**src/rtl/roi_apb.sv**
```systemverilog
// APB3 zero-wait-state slave holding a two-corner region of interest.
// Ports: clk_i/arst_i (async active-low), APB slave bus, xy_0_o/xy_1_o corners.
module roi_apb #(
   parameter int APB_DATA_W = 32,
   parameter int APB_ADDR_W = 12
) (
   input  logic                  clk_i,
   input  logic                  arst_i,
   input  logic [APB_DATA_W-1:0] apb_pwdata_i,
   input  logic [APB_ADDR_W-1:0] apb_paddr_i,
   input  logic                  apb_pwrite_i,
   input  logic                  apb_psel_i,
   input  logic                  apb_penable_i,
   output logic [APB_DATA_W-1:0] apb_prdata_o,
   output logic                  apb_pready_o,
   output logic [APB_DATA_W-1:0] xy_0_o,
   output logic [APB_DATA_W-1:0] xy_1_o
);

   localparam int          IW = APB_ADDR_W - 2;
   localparam logic [31:0] ID = 32'h524F_4901;

   logic [9:0]            r_x0;
   logic [9:0]            r_y0;
   logic [9:0]            r_x1;
   logic [9:0]            r_y1;
   logic                  w_acc;
   logic                  w_wr;
   logic                  w_rd;
   logic                  w_valid;
   logic [IW-1:0]         w_idx;
   logic [APB_DATA_W-1:0] w_rdata;

   assign w_idx = apb_paddr_i[APB_ADDR_W-1:2];
   assign w_acc = apb_psel_i & apb_penable_i;
   assign w_wr  = w_acc & apb_pwrite_i;
   assign w_rd  = w_acc & ~apb_pwrite_i;

   assign w_valid = (r_x1 >= r_x0) && (r_y1 >= r_y0);

   assign xy_0_o = APB_DATA_W'({6'b0, r_y0, 6'b0, r_x0});
   assign xy_1_o = APB_DATA_W'({6'b0, r_y1, 6'b0, r_x1});

   assign apb_pready_o = w_acc;
   assign apb_prdata_o = w_rdata;

   always_ff @(posedge clk_i or negedge arst_i) begin
      if (!arst_i) begin
         r_x0 <= '0;
         r_y0 <= '0;
         r_x1 <= '0;
         r_y1 <= '0;
      end else if (w_wr) begin
         if (w_idx == IW'(0)) begin
            r_x0 <= apb_pwdata_i[9:0];
            r_y0 <= apb_pwdata_i[25:16];
         end else if (w_idx == IW'(1)) begin
            r_x1 <= apb_pwdata_i[9:0];
            r_y1 <= apb_pwdata_i[25:16];
         end
      end
   end

   always_comb begin
      w_rdata = '0;
      if (w_rd) begin
         unique case (1'b1)
            (w_idx == IW'(0)): w_rdata = xy_0_o;
            (w_idx == IW'(1)): w_rdata = xy_1_o;
            (w_idx == IW'(2)): w_rdata = APB_DATA_W'(w_valid);
            (w_idx == IW'(3)): w_rdata = APB_DATA_W'(ID);
            default:           w_rdata = '0;
         endcase
      end
   end

endmodule

```
**config.mk**
```make
export PLATFORM = sky130hd
export DESIGN_NAME = roi_apb
export DESIGN_NICKNAME = d
export VERILOG_FILES = /design/src/rtl/roi_apb.sv
export SDC_FILE = /design/constraint.sdc
export NUM_CORES = 1
export LEC_CHECK = 0
export ABC_AREA = 1
export BUFFER_PORTS_ARGS = -buffer_cell sky130_fd_sc_hd__buf_2
export CORE_ASPECT_RATIO = 1.5
export CORE_MARGIN = 3
export CORE_UTILIZATION = 40
export CTS_BUF_LIST = sky130_fd_sc_hd__clkbuf_8
export DETAILED_ROUTE_END_ITERATION = 10
export PLACE_DENSITY = 0.71
export SETUP_SLACK_MARGIN = 0.3
export SLEW_MARGIN = 30
export SYNTH_ARGS = -nofsm -noshare
export SYNTH_HDL_FRONTEND = slang
export SYNTH_SLANG_ARGS = --single-unit
export TNS_END_PERCENT = 10
```
**constraint.sdc**
```tcl
create_clock -name clk_i -period 2.45 [get_ports clk_i]
set_input_delay 0.49 -clock clk_i [delete_from_list [all_inputs] [get_ports clk_i]]
set_output_delay 0.49 -clock clk_i [all_outputs]
set_load 0.02 [all_outputs]
```
# Word level (Yosys, flattened, before mapping)
# Cells that the tools add are included.
# totals
ff_bits,40
inputBits,49
output_inout_bits,97
# classes
n_mux,2
reduce_logical,4
bitwise_logic,5
eq_ne,3
order_cmp,2
# op_table
cell,count
$pmux 31 s4,1
$mux 31,1
$eq 10x2->1 const B,2
$ge 10x10->1,2
$eq 10x1->1 const B,1
$logic_not 10->1,1
$and 1x1->1,3
$reduce_and 3->1,1
$not 1->1,2
$reduce_and 2->1,1
$logic_and 1x1->1,1

# Longest topological paths before layout
# logic_depth
word_depth,4
depth_mapped,10

# Worst setup path after synthesis
# No wires, ideal clock.
# synth_timing
kind,input to output
start,input port apb_paddr_i[7]
end,output port apb_prdata_o[14]
stages,6
required_ps,1960
path_slack_ps,280
arrival_ps,1680
cell_sequence,nor2_1 > nand2_1 > nor3_2 > nand3_2 > nor2_1 > buf_4
# synth_between
elab_chain_len,3
word_cells_on_any_way,6
# synth_rtl
item,line,text
from (decl),10,"input logic [APB_ADDR_W-1:0] apb_paddr_i,"
"$eq 10x2->1, or another cell as far along",71,(w_idx == IW'(3)): w_rdata = APB_DATA_W'(ID);
$pmux 31 s4 *,67,unique case (1'b1)
$mux 31 *,66,if (w_rd) begin
to (decl),14,"output logic [APB_DATA_W-1:0] apb_prdata_o,"
# Mark *: on every way between the ends. The rest lies on a longest branch, timed or not.

# Final worst setup path
# layout_timing
start,input port apb_paddr_i[5]
end,output port apb_prdata_o[17]
# The elaborated chain is that of the path after synthesis.

==> flow_metrics.tcl <==
set metrics [dict create \
    grt_pass1_wl_um 12400 \
    wirelength_um 7940 \
    start_util 0.418 \
    clk_latency_ns 0.29 \
    hold_class "in -> async" \
    area_growth_pct 32.5 \
    die_w_um 77.4 \
    drc 0 \
    clockRootBuffer "clkbuf_8" \
    synth_cell_types 23 \
    cts_tree "built" \
    powerDensity_nw_per_um2 389 \
    end_kind "output port" \
    overflow 0 \
    num_antenna_cells 0 \
    cp_data_required_time_ns 1.96 \
    maxCapViolations 0 \
    synthCells 390 \
    clkTransAtPathRegs_ns 0.09 \
    avgSynthCellArea_sq_um 7.85 \
    htree_levels 2 \
    drv_slew 0 \
    port-buffer-count 99 \
    cp-start-kind "input port" \
    cp_max_fo 4 \
    hold_viol 0 \
    ys_warn_count 0 \
    register_area_sq_um 1000 \
    vdd_drop_max_uv 331 \
    drive_above_1_share 0.447 \
    maxSlewHeadroom 0.595 \
    cp_slowest_stage_delay_ns 0.27 \
    dr.pass1.iters 4 \
    ys_seq_area_frac 0.327 \
    tightest_slew_ns 0.608 \
    dieHeight_um 113 \
    gp_congestion 0.801 \
    grtUsageTotal 0.172 \
    ant_nets 0 \
    num-fill-cells 706 \
    dpl.hpwl_um 5460 \
    num_rows 38 \
    max_freq_mhz 433 \
    status "finished, final reports clean" \
    drt-initial-drc-count 117 \
    clockBufferDepth 2 \
    total_power_mw 1.58 \
    worst-r2r-setup-slack_ns 1.54 \
    cts_made_buffers 5 \
    die_area_sq_um 8760 \
    fin_util 0.554 \
    leakagePower_nw 2.30 \
    coreArea_sq_um 7320 \
    ys_ff_latch 40 \
    routedWlPerCell_um 12.8 \
    reg2reg_to "r_x0[7]" \
    arrival_ns 1.82 \
    cpMostUsedCell "buf_2" \
    post-route-min-period_ns 2.31 \
    period_share 0.943 \
    rr_startpoint "r_x0[7]" \
    multi_input_area_sq_um 1690 \
    syn_area_sq_um 3060 \
    num-nets-final 587 \
    critPathKind "in -> out" \
    vias_per_cell 4.56 \
    grt_pass1_vias 2778 \
    setup_viol 0 \
    num_vias 2822 \
    grt_start_max_net_pins 41 \
    crit_chain "buf_2, or2_4, nor2_4, buf_6, buf_4, nand3_2, o211ai_1, nand2_1, inv_1, buf_2" \
    ff2ff_path_depth 4 \
    antenna_found_initial 0 \
    io_pins 146 \
    rsz0062_at_grt "yes" \
    cts_sinks 40 \
    worst_path_max_delay_cell "or2_4" \
    clock_skew_ns 0 \
]
[per-layer routing]
| metal | vias to the layer above | routed length, um | GRT usage |
|---|---|---|---|
| met2 | 101 | 4270 | 0.321 |
| met5 | - | 0 | 0 |
| met3 | 18 | 443 | 0.0247 |
| met1 | 1304 | 2990 | 0.193 |
| li1 | 1399 | - | - |
| met4 | 0 | 231 | 0.0736 |
[through the flow]
step                      setup TNS [ns]  setup slack (ns)  area (sq um)  std cells  hold WS (ns)
after floorplan                        0             0.377          3180        421         0.194
after global placement                 0             0.187          3440        576         0.489
after detailed placement               0             0.159          3440        576         0.500
after CTS                              0             0.133          3780        604         0.339
after global routing            -0.00952          -0.00952          4060        619         0.201
final                                  0             0.139          4060        619         0.163
[cells by family after synthesis]
kind of cell	after synthesis	synth area share
AOI/OAI and AO/OA	65	0.161
DFF	40	0.327
buffers and inverters	114	0.210
adders and majority gates	20	0.0818
and+or+nand+nor	150	0.219
other	1	0.00123
[where the power goes]
group | internal, mW | switching (mW) | total [mW]
clock network | 0.510 | 0.243 | 0.753
registers | 0.662 | 0.00260 | 0.665
logic | 0.0455 | 0.115 | 0.161
[synthesized netlist by cell type, drive strengths merged]
| cell type | number | area share |
|---|---|---|
| o21ai | 40 | 0.11 |
| buf | 46 | 0.12 |
| o21bai | 1 | 0.0025 |
| nand4 | 2 | 0.0041 |
| conb | 1 | 0.0012 |
| or2 | 1 | 0.0029 |
| a21oi | 17 | 0.028 |
| inv | 68 | 0.087 |
| nor2 | 21 | 0.033 |
| nor3 | 1 | 0.0033 |
| o211ai | 6 | 0.015 |
| a31oi | 1 | 0.0020 |
| nand3 | 6 | 0.011 |
| nand2 | 119 | 0.16 |
| dfrtp | 40 | 0.33 |
| ha | 20 | 0.082 |
[registers in the layout, indices dropped and copies added, names as in the netlist]
name / flops
r_x1: 10
r_y0: 10
r_x0: 10
r_y1: 10
[worst max-delay path by stage]
stage / start / end / slack [ns] / cells after the start
global route: r_y1[1] / apb_prdata_o[0] / -0.01 / 8
detailed placement: apb_paddr_i[7] / apb_prdata_o[1] / 0.16 / 8
finish: apb_paddr_i[5] / apb_prdata_o[17] / 0.14 / 10
global placement: apb_paddr_i[7] / apb_prdata_o[23] / 0.19 / 8
CTS: r_y1[5] / apb_prdata_o[0] / 0.13 / 10
floorplan: apb_paddr_i[5] / apb_prdata_o[23] / 0.38 / 7
[worst max-delay path: cells and delay by family]
| kind | cells | cell delay, ns |
|---|---|---|
| and+or+nand+nor | 4 | 0.65 |
| buffers and inverters | 5 | 0.53 |
| AOI/OAI and AO/OA | 1 | 0.15 |
[area by class of cell]
class / instances / share of cell area
multi-input cells: 268 / 0.417
flip-flops and latches: 40 / 0.247
repair buffers: 135 / 0.198
inverters: 68 / 0.0673
well taps: 100 / 0.0309
clock inverters: 3 / 0.0222
clock buffers: 5 / 0.0170
[placed cells by master (no fill, tap or decap)]
cell type  Yosys  routed
a21oi_2        0       2
clkbuf_8       0       5
dfrtp_1       40      40
buf_6          9       7
nand2_2       10      16
nor2_1        18      12
nand4_1        2       2
nand3_1        5       4
a31oi_1        1       1
o211ai_1       6       6
nand2_1      105      98
inv_6          2       1
ha_4           0       6
nor3_4         0       1
o21ai_2       40      40
buf_4         36      34
buf_2          1      94
nand2_4        4       5
nand3_4        0       1
nand3_2        1       2
or2_4          1       1
bufinv_16      0       3
inv_1         66      62
nor2_2         0       4
inv_2          0       4
ha_1          20      14
conb_1         1      32
clkinv_8       0       1
a21oi_1       17      15
nor2_4         3       5
o21bai_1       1       1
[repair_timing]
action / 4_1_cts / 5_1_grt
gates resized for setup: 11 / 32
cloned: 0 / 1
pin swaps: 4 / 21
hold buffers: 0 / 0
setup endpoints to repair: 24 / 24
buffers inserted: 20 / 14
Note: power is estimated with default switching activity, not from simulation.
